<file path="src/rtl/sdram_pro_fifo_sched.sv">
// Burst scheduler: watches write/read FIFO levels and issues SDRAM burst requests,
// walking each address pointer around its own ring region with fair alternation.
module sdram_pro_fifo_sched #(
    parameter int ADDR_W     = 23,
    parameter int LEN_W      = 10,
    parameter int FIFO_DEPTH = 1024
) (
    input  logic              sys_clk,
    input  logic              sys_rst_n,
    input  logic              init_end,
    input  logic [LEN_W-1:0]  wr_fifo_usedw,
    input  logic [LEN_W-1:0]  rd_fifo_usedw,
    input  logic [LEN_W-1:0]  wr_burst_len,
    input  logic [LEN_W-1:0]  rd_burst_len,
    input  logic [ADDR_W-1:0] wr_addr_begin,
    input  logic [ADDR_W-1:0] wr_addr_end,
    input  logic [ADDR_W-1:0] rd_addr_begin,
    input  logic [ADDR_W-1:0] rd_addr_end,
    input  logic              wr_addr_reload,
    input  logic              rd_addr_reload,
    input  logic              read_valid,
    input  logic              sdram_wr_ack,
    input  logic              sdram_rd_ack,
    output logic              sdram_wr_req,
    output logic              sdram_rd_req,
    output logic [ADDR_W-1:0] sdram_wr_addr,
    output logic [ADDR_W-1:0] sdram_rd_addr,
    output logic [LEN_W-1:0]  sdram_wr_len,
    output logic [LEN_W-1:0]  sdram_rd_len,
    output logic              sched_busy
);

    typedef enum logic [2:0] {
        IDLE   = 3'd0,
        WR_REQ = 3'd1,
        WR_RUN = 3'd2,
        RD_REQ = 3'd3,
        RD_RUN = 3'd4
    } state_t;

    localparam logic [LEN_W:0] DEPTH_EXT = (LEN_W+1)'(FIFO_DEPTH);

    state_t            state_reg, state_next;
    logic [ADDR_W-1:0] wr_ptr_reg, rd_ptr_reg;
    logic              loaded_reg;
    logic              wr_pend_reg, rd_pend_reg;
    logic              last_grant_rd_reg;

    logic wr_elig, rd_elig;
    logic wr_grant, rd_grant, wr_done, rd_done;
    logic wr_active, rd_active;
    logic [ADDR_W-1:0] wr_adv, rd_adv;

    // Next burst start; falls back to the region base when the following burst would cross the end.
    function automatic logic [ADDR_W-1:0] advance(
        input logic [ADDR_W-1:0] ptr,
        input logic [LEN_W-1:0]  len,
        input logic [ADDR_W-1:0] base,
        input logic [ADDR_W-1:0] limit
    );
        logic [ADDR_W+1:0] nxt;
        nxt = {2'b00, ptr} + (ADDR_W+2)'(len);
        if ((nxt + (ADDR_W+2)'(len)) > {2'b00, limit})
            return base;
        return nxt[ADDR_W-1:0];
    endfunction

    assign wr_elig = init_end && (wr_burst_len != '0) &&
                     ({1'b0, wr_fifo_usedw} >= {1'b0, wr_burst_len});
    assign rd_elig = init_end && read_valid && (rd_burst_len != '0) &&
                     ({1'b0, rd_fifo_usedw} <= (DEPTH_EXT - {1'b0, rd_burst_len}));

    assign wr_adv = advance(wr_ptr_reg, sdram_wr_len, wr_addr_begin, wr_addr_end);
    assign rd_adv = advance(rd_ptr_reg, sdram_rd_len, rd_addr_begin, rd_addr_end);

    assign wr_active    = (state_reg == WR_REQ) || (state_reg == WR_RUN);
    assign rd_active    = (state_reg == RD_REQ) || (state_reg == RD_RUN);
    assign sdram_wr_req = (state_reg == WR_REQ);
    assign sdram_rd_req = (state_reg == RD_REQ);
    assign sched_busy   = (state_reg != IDLE);

    always_ff @(posedge sys_clk or negedge sys_rst_n) begin
        if (!sys_rst_n)
            state_reg <= IDLE;
        else
            state_reg <= state_next;
    end

    always_comb begin
        state_next = state_reg;
        wr_grant   = 1'b0;
        rd_grant   = 1'b0;
        wr_done    = 1'b0;
        rd_done    = 1'b0;
        case (state_reg)
            IDLE: begin
                // On a tie the direction not served last wins.
                if (wr_elig && (!rd_elig || last_grant_rd_reg)) begin
                    state_next = WR_REQ;
                    wr_grant   = 1'b1;
                end else if (rd_elig) begin
                    state_next = RD_REQ;
                    rd_grant   = 1'b1;
                end
            end
            WR_REQ: if (sdram_wr_ack) state_next = WR_RUN;
            WR_RUN: begin
                if (!sdram_wr_ack) begin
                    state_next = IDLE;
                    wr_done    = 1'b1;
                end
            end
            RD_REQ: if (sdram_rd_ack) state_next = RD_RUN;
            RD_RUN: begin
                if (!sdram_rd_ack) begin
                    state_next = IDLE;
                    rd_done    = 1'b1;
                end
            end
            default: state_next = IDLE;
        endcase
    end

    always_ff @(posedge sys_clk or negedge sys_rst_n) begin
        if (!sys_rst_n) begin
            wr_ptr_reg        <= '0;
            rd_ptr_reg        <= '0;
            loaded_reg        <= 1'b0;
            wr_pend_reg       <= 1'b0;
            rd_pend_reg       <= 1'b0;
            last_grant_rd_reg <= 1'b1;
            sdram_wr_addr     <= '0;
            sdram_rd_addr     <= '0;
            sdram_wr_len      <= '0;
            sdram_rd_len      <= '0;
        end else begin
            loaded_reg <= 1'b1;

            if (!loaded_reg)
                wr_ptr_reg <= wr_addr_begin;
            else if (wr_done)
                wr_ptr_reg <= (wr_pend_reg || wr_addr_reload) ? wr_addr_begin : wr_adv;
            else if (wr_addr_reload && !wr_active)
                wr_ptr_reg <= wr_addr_begin;

            if (!loaded_reg || wr_done)
                wr_pend_reg <= 1'b0;
            else if (wr_addr_reload && wr_active)
                wr_pend_reg <= 1'b1;

            if (!loaded_reg)
                rd_ptr_reg <= rd_addr_begin;
            else if (rd_done)
                rd_ptr_reg <= (rd_pend_reg || rd_addr_reload) ? rd_addr_begin : rd_adv;
            else if (rd_addr_reload && !rd_active)
                rd_ptr_reg <= rd_addr_begin;

            if (!loaded_reg || rd_done)
                rd_pend_reg <= 1'b0;
            else if (rd_addr_reload && rd_active)
                rd_pend_reg <= 1'b1;

            // A reload seen in IDLE takes effect on the very grant it coincides with.
            if (wr_grant) begin
                sdram_wr_addr     <= (!loaded_reg || wr_addr_reload) ? wr_addr_begin : wr_ptr_reg;
                sdram_wr_len      <= wr_burst_len;
                last_grant_rd_reg <= 1'b0;
            end
            if (rd_grant) begin
                sdram_rd_addr     <= (!loaded_reg || rd_addr_reload) ? rd_addr_begin : rd_ptr_reg;
                sdram_rd_len      <= rd_burst_len;
                last_grant_rd_reg <= 1'b1;
            end
        end
    end

endmodule
</file>
<file path="config.mk">
export PLATFORM = sky130hd
export DESIGN_NAME = sdram_pro_fifo_sched
export DESIGN_NICKNAME = d
export VERILOG_FILES = /design/src/rtl/sdram_pro_fifo_sched.sv
export SDC_FILE = /design/constraint.sdc
export NUM_CORES = 1
export LEC_CHECK = 0
export ABC_AREA = 1
export CORE_ASPECT_RATIO = 2
export CORE_MARGIN = 2
export CORE_UTILIZATION = 59
export CTS_BUF_LIST = sky130_fd_sc_hd__clkbuf_2 sky130_fd_sc_hd__clkbuf_4 sky130_fd_sc_hd__clkbuf_8
export DETAILED_ROUTE_END_ITERATION = 12
export HOLD_SLACK_MARGIN = 0.06
export PLACE_DENSITY_LB_ADDON = 0.05
export SETUP_SLACK_MARGIN = 0.3
export SLEW_MARGIN = 20
export SYNTH_ARGS = -nofsm -noshare
export SYNTH_HDL_FRONTEND = slang
export SYNTH_SLANG_ARGS = --single-unit
</file>
<file path="constraint.sdc">
create_clock -name sys_clk -period 10.99 [get_ports sys_clk]
set_input_delay 2.198 -clock sys_clk [delete_from_list [all_inputs] [get_ports sys_clk]]
set_output_delay 2.198 -clock sys_clk [all_outputs]
set_load 0.01 [all_outputs]
</file>
==> results of run 1 <==
==> worst max path at each step <==
stage,startpoint,endpoint,slack [ns],depth (start not counted)
2_1_floorplan,sdram_rd_len[0],rd_ptr_reg[0],5.95,32
3_3_place_gp,rd_burst_len[0],sdram_wr_addr[4],5.05,17
3_5_place_dp,rd_burst_len[0],sdram_wr_addr[17],4.94,17
4_1_cts,sdram_wr_len[0],wr_ptr_reg[1],5.12,33
5_1_grt,sdram_rd_len[0],rd_ptr_reg[19],4.47,33
6_report,sdram_wr_len[0],wr_ptr_reg[1],5.06,33
==> layer usage <==
metal  GRT usage  vias up  routed length [µm]
met1       0.341     5535               11800
li1            -     5857                   -
met2       0.716      499               20500
met4       0.244        0                2570
met3      0.0497      162                1770
met5           0        -                   0
==> cell families (layout without fill, tap and decap cells) <==
family	count (synthesis)	count (layout)
compound gates	227	227
xor+xnor	67	67
fa+ha+maj	113	113
buf+inv	329	529
flops	119	119
other cells	1	3
simple gates	846	846
==> layout make-up <==
class / instances / share of cell area
well taps: 255 / 0.0229
flip-flops and latches: 119 / 0.214
repair buffers: 215 / 0.153
clock inverters: 15 / 0.0146
inverters: 282 / 0.0761
diodes: 2 / 0.000360
multi-input cells: 1254 / 0.502
clock buffers: 17 / 0.0168
==> stage by stage <==
stage / worst slack (ns) / area [µm²] / power (mW) / utilization / cells
after detailed placement: 4.94 / 13500 / 3.89 / 0.719 / 2125
after floorplan: 5.95 / 11300 / 2.80 / - / 1702
after global placement: 5.05 / 13500 / 3.79 / 0.719 / 2125
after global routing: 4.47 / 13900 / 4.76 / 0.742 / 2158
after CTS: 5.12 / 13900 / 4.36 / 0.742 / 2157
final: 5.06 / 13900 / 4.38 / 0.742 / 2159
==> power groups by stage <==
| stage | Sequential, mW | Combinational (mW) | Clock [mW] |
|---|---|---|---|
| 6_report | 0.796 | 3.12 | 0.460 |
| 5_1_grt | 0.814 | 3.47 | 0.476 |
| 4_1_cts | 0.789 | 3.11 | 0.459 |
| 3_5_place_dp | 0.793 | 3.09 | 0 |
| 3_3_place_gp | 0.787 | 3.00 | 0 |
| 2_1_floorplan | 0.798 | 2.00 | 0 |
==> layout by cell type, fill, tap and decap left out, types with 3 or more instances in the layout <==
| master | count |
|---|---|
| o21ai_0 | 127 |
| nand3b_1 | 12 |
| nand2_2 | 11 |
| inv_2 | 6 |
| nor2_2 | 8 |
| nor2_1 | 85 |
| o211ai_1 | 4 |
| o21bai_1 | 3 |
| xor2_1 | 51 |
| a211oi_1 | 5 |
| inv_1 | 275 |
| dfrtp_1 | 118 |
| a21oi_1 | 54 |
| nand3_1 | 109 |
| nor3_1 | 28 |
| clkdlybuf4s50_1 | 207 |
| fa_1 | 4 |
| o21a_1 | 3 |
| buf_4 | 8 |
| nor4_1 | 5 |
| clkinvlp_4 | 5 |
| bufinv_16 | 4 |
| ha_1 | 109 |
| clkbuf_8 | 17 |
| o21ai_1 | 21 |
| nor2_4 | 3 |
| nand3_2 | 3 |
| nand3_4 | 4 |
| nand2_1 | 505 |
| xnor2_1 | 16 |
| nand4_1 | 60 |
==> critical path, delay by kind of cell (launching register included) <==
| kind | cells | cell delay, ns |
|---|---|---|
| AOI/OAI and AO/OA | 3 | 0.45 |
| and+or+nand+nor | 18 | 2.44 |
| buffers and inverters | 6 | 0.75 |
| xor gates and xnor gates | 2 | 0.33 |
| adders and majority gates | 4 | 1.38 |
| DFF | 1 | 0.45 |
==> impl_metrics.csv, run 1 <==
group,metric,value,unit
status,status,"finished clean",
sta,holdWs,0.486,ns
placement,hpwl,29.2,mm
sta,maxSlewHeadroom,0.228,
cells_and_area,area_growth,23.6,%
sta,worst_pin_slew,1.15,ns
synth,yosysTopAreaCell,"dfrtp_1",
cts,clockRootBuffer,"clkbuf_8",
sta,drv_slew,0,
synth,synth-simple-area-share,0.333,
synth,synth_fa_ha_area_frac,0.128,
synth,synthFlopType,"dfrtp_1",
pwr,power.share.switching,0.529,
hold_path,holdCritStartpoint,"sdram_wr_addr[6]",
cells_and_area,drive_gt1_frac,0.0442,
setup_path,endpoint_kind,"register",
synth,netlist-cell-type-count,49,
grt,grt_start_max_net_pins,72,
synth,synth-xor-area-share,0.0521,
detailed_routing,viasPerCell,5.58,
synth,ys_seq_area_frac,0.265,
cells_and_area,fillers,1594,
synth,synth_edf_count,0,
sta,finClkSkew,0.0152,ns
setup_path,crit_required,11.37,ns
sta,fin_crit,5.93,ns
cts,ctsHoldBuffers,0,
detailed_routing,drc_errors,0,
setup_path,crit_top_cell,"nand2_1",
synth,yosys.area.top_type_share,0.262,
setup_path,rr_endpoint,"wr_ptr_reg[1]",
synth,synth-compound-area-share,0.107,
pwr,p_switching,2.31,mW
flow_run,maxCapViolCount,0,
setup_path,r2r_start,"sdram_wr_len[0]",
synth,syn_inst,1702,
grt,grt_pass1_vias,12009,
pwr,p_clk_frac,0.105,
die,start_util,0.600,
synth,synthArstFlopShare,1.00,
setup_path,critPathSlowestCell,"fa_1",
pwr,seqPwrFrac,0.182,
synth,synth.area.mux_share,0,
cts,h-tree-depth,4,
grt,grt_overflow,0,
detailed_routing,vias,12053,
grt,grt_usage,0.369,
synth,yosysWarnings,0,
hold_path,hold_depth,2,
setup_path,critical_path.max_fanout,24,
die,core.rowCount,71,
pwr,intPower,2.06,mW
setup_path,r2r_slack,5.06,ns
cts,cts_setup_buffers,0,
cts,clock_latency,0.48,ns
detailed_routing,first_pass_iters,5,
cells_and_area,fin_nets,2142,
cts,cts_made_buffers,17,
detailed_routing,post_drt_wl_per_cell,17.0,µm
cells_and_area,seq_area,2980,µm²
synth,syn_area,11300,µm²
grt,grt_pass1_wl,57.7,mm
die,dieArea,20300,µm²
sta,rsz0062_at_grt,"false",
sta,finalCritPeriodShare,0.539,
placement,portBuffers,208,
synth,syn_avg_cell_area,6.61,µm²
placement,gp_congestion,1.02,
sta,setup_viol_count_final,0,
pwr,vdd_ir_drop_max,0.396,mV
detailed_routing,final_antenna_net_count,0,
synth,ys_top_cells_by_count,"nand2_1 (505), inv_1 (275), o21ai_0 (127), dfrtp_1 (118)",
die,die_width,102,µm
die,die_y,199,µm
setup_path,worstSetupStartpointType,"register",
cts,cts.path.max_buffers,2,
die,core,18700,µm²
grt,antenna_found_initial,1,
cts,cts_resized,0,
setup_path,worstPathArrival,6.31,ns
cts,clk_pin_slew,0.08,ns
sta,fmax,169,MHz
sta,hold_violations,0,
cells_and_area,multi_input_area,6980,µm²
detailed_routing,routed_wirelength,36.6,mm
synth,syn-num-nets,1955,
setup_path,max_stage_delay,0.48,ns
detailed_routing,initialDrtViolationCount,574,
synth,synth_most_common_cell,"nand2_1",
sta,setup_tns,0,ns
hold_path,worstHoldPathType,"register to register",
synth,synth_top_family_by_area,"simple AND/OR/NAND/NOR gates",
die,io_pins,209,
cts,cts_sinks,119,
cts,cts_tree,"yes",
pwr,p_leak,7.36,nW
setup_path,r2r_cells,33,
synth,ys_seq_elements,119,
setup_path,crit_type,"register to register",
hold_path,min_to,"sdram_wr_addr[6]",
synth,synth_area_leaders,"dfrtp_1 (26%), nand2_1 (17%), ha_1 (12%)",
pwr,combPwrFrac,0.713,
pwr,power.density,314,nW/µm²
No activity file was read; power rests on OpenSTA's default activity.
==> inputs of run 2 (changes only) <==
--- a/config.mk
+++ b/config.mk
@@ -8,7 +8,7 @@
 export ABC_AREA = 1
 export CORE_ASPECT_RATIO = 2
 export CORE_MARGIN = 2
-export CORE_UTILIZATION = 59
+export CORE_UTILIZATION = 55
 export CTS_BUF_LIST = sky130_fd_sc_hd__clkbuf_2 sky130_fd_sc_hd__clkbuf_4 sky130_fd_sc_hd__clkbuf_8
 export DETAILED_ROUTE_END_ITERATION = 12
 export HOLD_SLACK_MARGIN = 0.06
==> constraint.sdc (replaced) <==
create_clock -name sys_clk -period 5.7 [get_ports sys_clk]
set_input_delay 1.14 -clock sys_clk [delete_from_list [all_inputs] [get_ports sys_clk]]
set_output_delay 1.14 -clock sys_clk [all_outputs]
set_load 0.01 [all_outputs]
==> run 2 against run 1 <==
Compared with the run above:
- cell area rose by 7.5%
- global-route usage fell by 1.4 points
- critical endpoint is now rd_ptr_reg[7]
- combinational power rose by 120%
==> impl_metrics.csv, run 2 (synthesized netlist as in run 1, its figures left out) <==
group,metric,value,unit
cts,cts_tree,"yes",
cells_and_area,postLayoutCoreUtil,0.737,
cells_and_area,drive_gt1_frac,0.112,
die,die_width,105,µm
cts,cts.path.max_buffers,2,
detailed_routing,post_drt_wl_per_cell,18.0,µm
sta,finClkSkew,0.0121,ns
placement,hpwl,30.3,mm
die,core,20300,µm²
setup_path,endpoint_kind,"register",
sta,worst_pin_slew,1.25,ns
pwr,intPower,4.64,mW
pwr,p_switching,4.80,mW
grt,grt_start_max_net_pins,65,
sta,hold_violations,0,
pwr,combPwrFrac,0.733,
cts,clock_latency,0.49,ns
pwr,power.density,631,nW/µm²
detailed_routing,initialDrtViolationCount,638,
hold_path,worstHoldPathType,"register to register",
cts,clockRootBuffer,"clkbuf_8",
setup_path,max_stage_delay,0.49,ns
detailed_routing,vias,12391,
pwr,p_leak,7.77,nW
cts,h-tree-depth,4,
pwr,power.share.switching,0.509,
cells_and_area,mostFrequentLayoutCells,"nand2_1 (480), inv_1 (271), clkdlybuf4s50_1 (207)",
detailed_routing,routed_wirelength,39.9,mm
sta,rsz0062_at_grt,"true",
grt,antenna_found_initial,2,
setup_path,critPathSlowestCell,"dfrtp_2",
setup_path,worstPathArrival,5.77,ns
cts,cts_made_buffers,17,
grt,grt_pass1_wl,59.4,mm
setup_path,crit_type,"register to register",
sta,finalCritPeriodShare,0.938,
setup_path,crit_required,6.13,ns
pwr,seqPwrFrac,0.165,
cts,clk_pin_slew,0.07,ns
grt,grt_overflow,0,
die,io_pins,209,
detailed_routing,first_pass_iters,6,
setup_path,critical_path.max_fanout,6,
pwr,vdd_ir_drop_max,0.975,mV
die,dieArea,21700,µm²
status,status,"finished clean",
detailed_routing,drc_errors,0,
sta,holdWs,0.476,ns
cells_and_area,area_growth,32.8,%
grt,grt_pass1_vias,12185,
placement,gp_congestion,0.962,
sta,maxSlewHeadroom,0.162,
cells_and_area,fillers,1674,
cts,ctsHoldBuffers,0,
setup_path,crit_top_cell,"nand2_4",
sta,fmax,187,MHz
flow_run,maxCapViolCount,0,
sta,fin_crit,5.35,ns
cells_and_area,fin_nets,2194,
die,start_util,0.555,
cts,cts_sinks,119,
detailed_routing,final_antenna_net_count,0,
detailed_routing,viasPerCell,5.58,
die,die_y,206,µm
sta,drv_slew,0,
setup_path,worstSetupStartpointType,"register",
placement,portBuffers,208,
die,core.rowCount,74,
cells_and_area,final_common_cell,"nand2_1",
pwr,p_clk_frac,0.102,
sta,setup_viol_count_final,0,
grt,grt_usage,0.355,
-- run 2: final cells by class --
type                       instances  area [µm²]  area share
antenna                            2        5.00    0.000335
multi-input combinational       1256        7510       0.502
tap                              266         333      0.0223
inverter                         282        1060      0.0708
clock inverter                     8         165      0.0110
sequential                       119        2980       0.200
timing repair buffer             265        2580       0.172
clock buffer                      24         318      0.0213
-- run 2: final timing paths --
check                           slack (ns)              from  cells after the start                end
worst max register to register        0.35   sdram_rd_len[5]                     32      rd_ptr_reg[7]
min in group asynchronous             0.72         sys_rst_n                      1    sdram_wr_len[5]
max in group asynchronous             3.92         sys_rst_n                      2  sdram_rd_addr[15]
worst min-delay path                  0.48  sdram_wr_addr[2]                      2   sdram_wr_addr[2]
worst max-delay path                  0.35   sdram_rd_len[5]                     32      rd_ptr_reg[7]
worst min register to register        0.48  sdram_wr_addr[2]                      2   sdram_wr_addr[2]
-- run 2: what timing repair did --
item | 4_1_cts | 5_1_grt
gates cloned | 1 | 5
gates resized for setup | 20 | 90
endpoints found under the setup margin | 25 | 46
setup buffers | 9 | 18
pin swaps | 9 | 43
-- run 2: worst max-delay path, delay by kind of cell (launching register included) --
family          cells  cell delay (ns)
flops               1             0.49
compound gates      5             0.90
simple gates       16             1.74
xor+xnor            2             0.32
fa+ha+maj           3             0.91
buf+inv             6             0.93
-- run 2: power groups by stage --
stage               clock, mW  sequential, mW  combinational, mW
floorplan                   0            1.54               3.85
global placement            0            1.52               5.85
detailed placement          0            1.52               5.98
global route             1.00            1.59               7.65
finish                  0.959            1.56               6.92
CTS                     0.965            1.52               6.26
-- run 2: per-stage QoR --
step	setup WS, ns	cells	area, µm²	setup TNS [ns]	total power, mW
6_report	0.354	2222	15000	0	9.44
5_1_grt	0.161	2222	15000	0	10.2
4_1_cts	0.260	2197	14300	0	8.74
3_5_place_dp	-0.606	2155	13700	-12.53	7.50
3_3_place_gp	-0.534	2155	13700	-10.88	7.36
2_1_floorplan	0.662	1702	11300	0	5.39
-- run 2: per-layer routing --
| layer | routed length [µm] | part of all wire | vias to the layer above | track usage |
|---|---|---|---|---|
| li1 | - | - | 5966 | - |
| met1 | 12700 | 0.32 | 5701 | 0.315 |
| met2 | 21800 | 0.55 | 528 | 0.705 |
| met3 | 1700 | 0.043 | 196 | 0.0498 |
| met4 | 3670 | 0.092 | 0 | 0.262 |
| met5 | 0 | 0 | - | 0 |
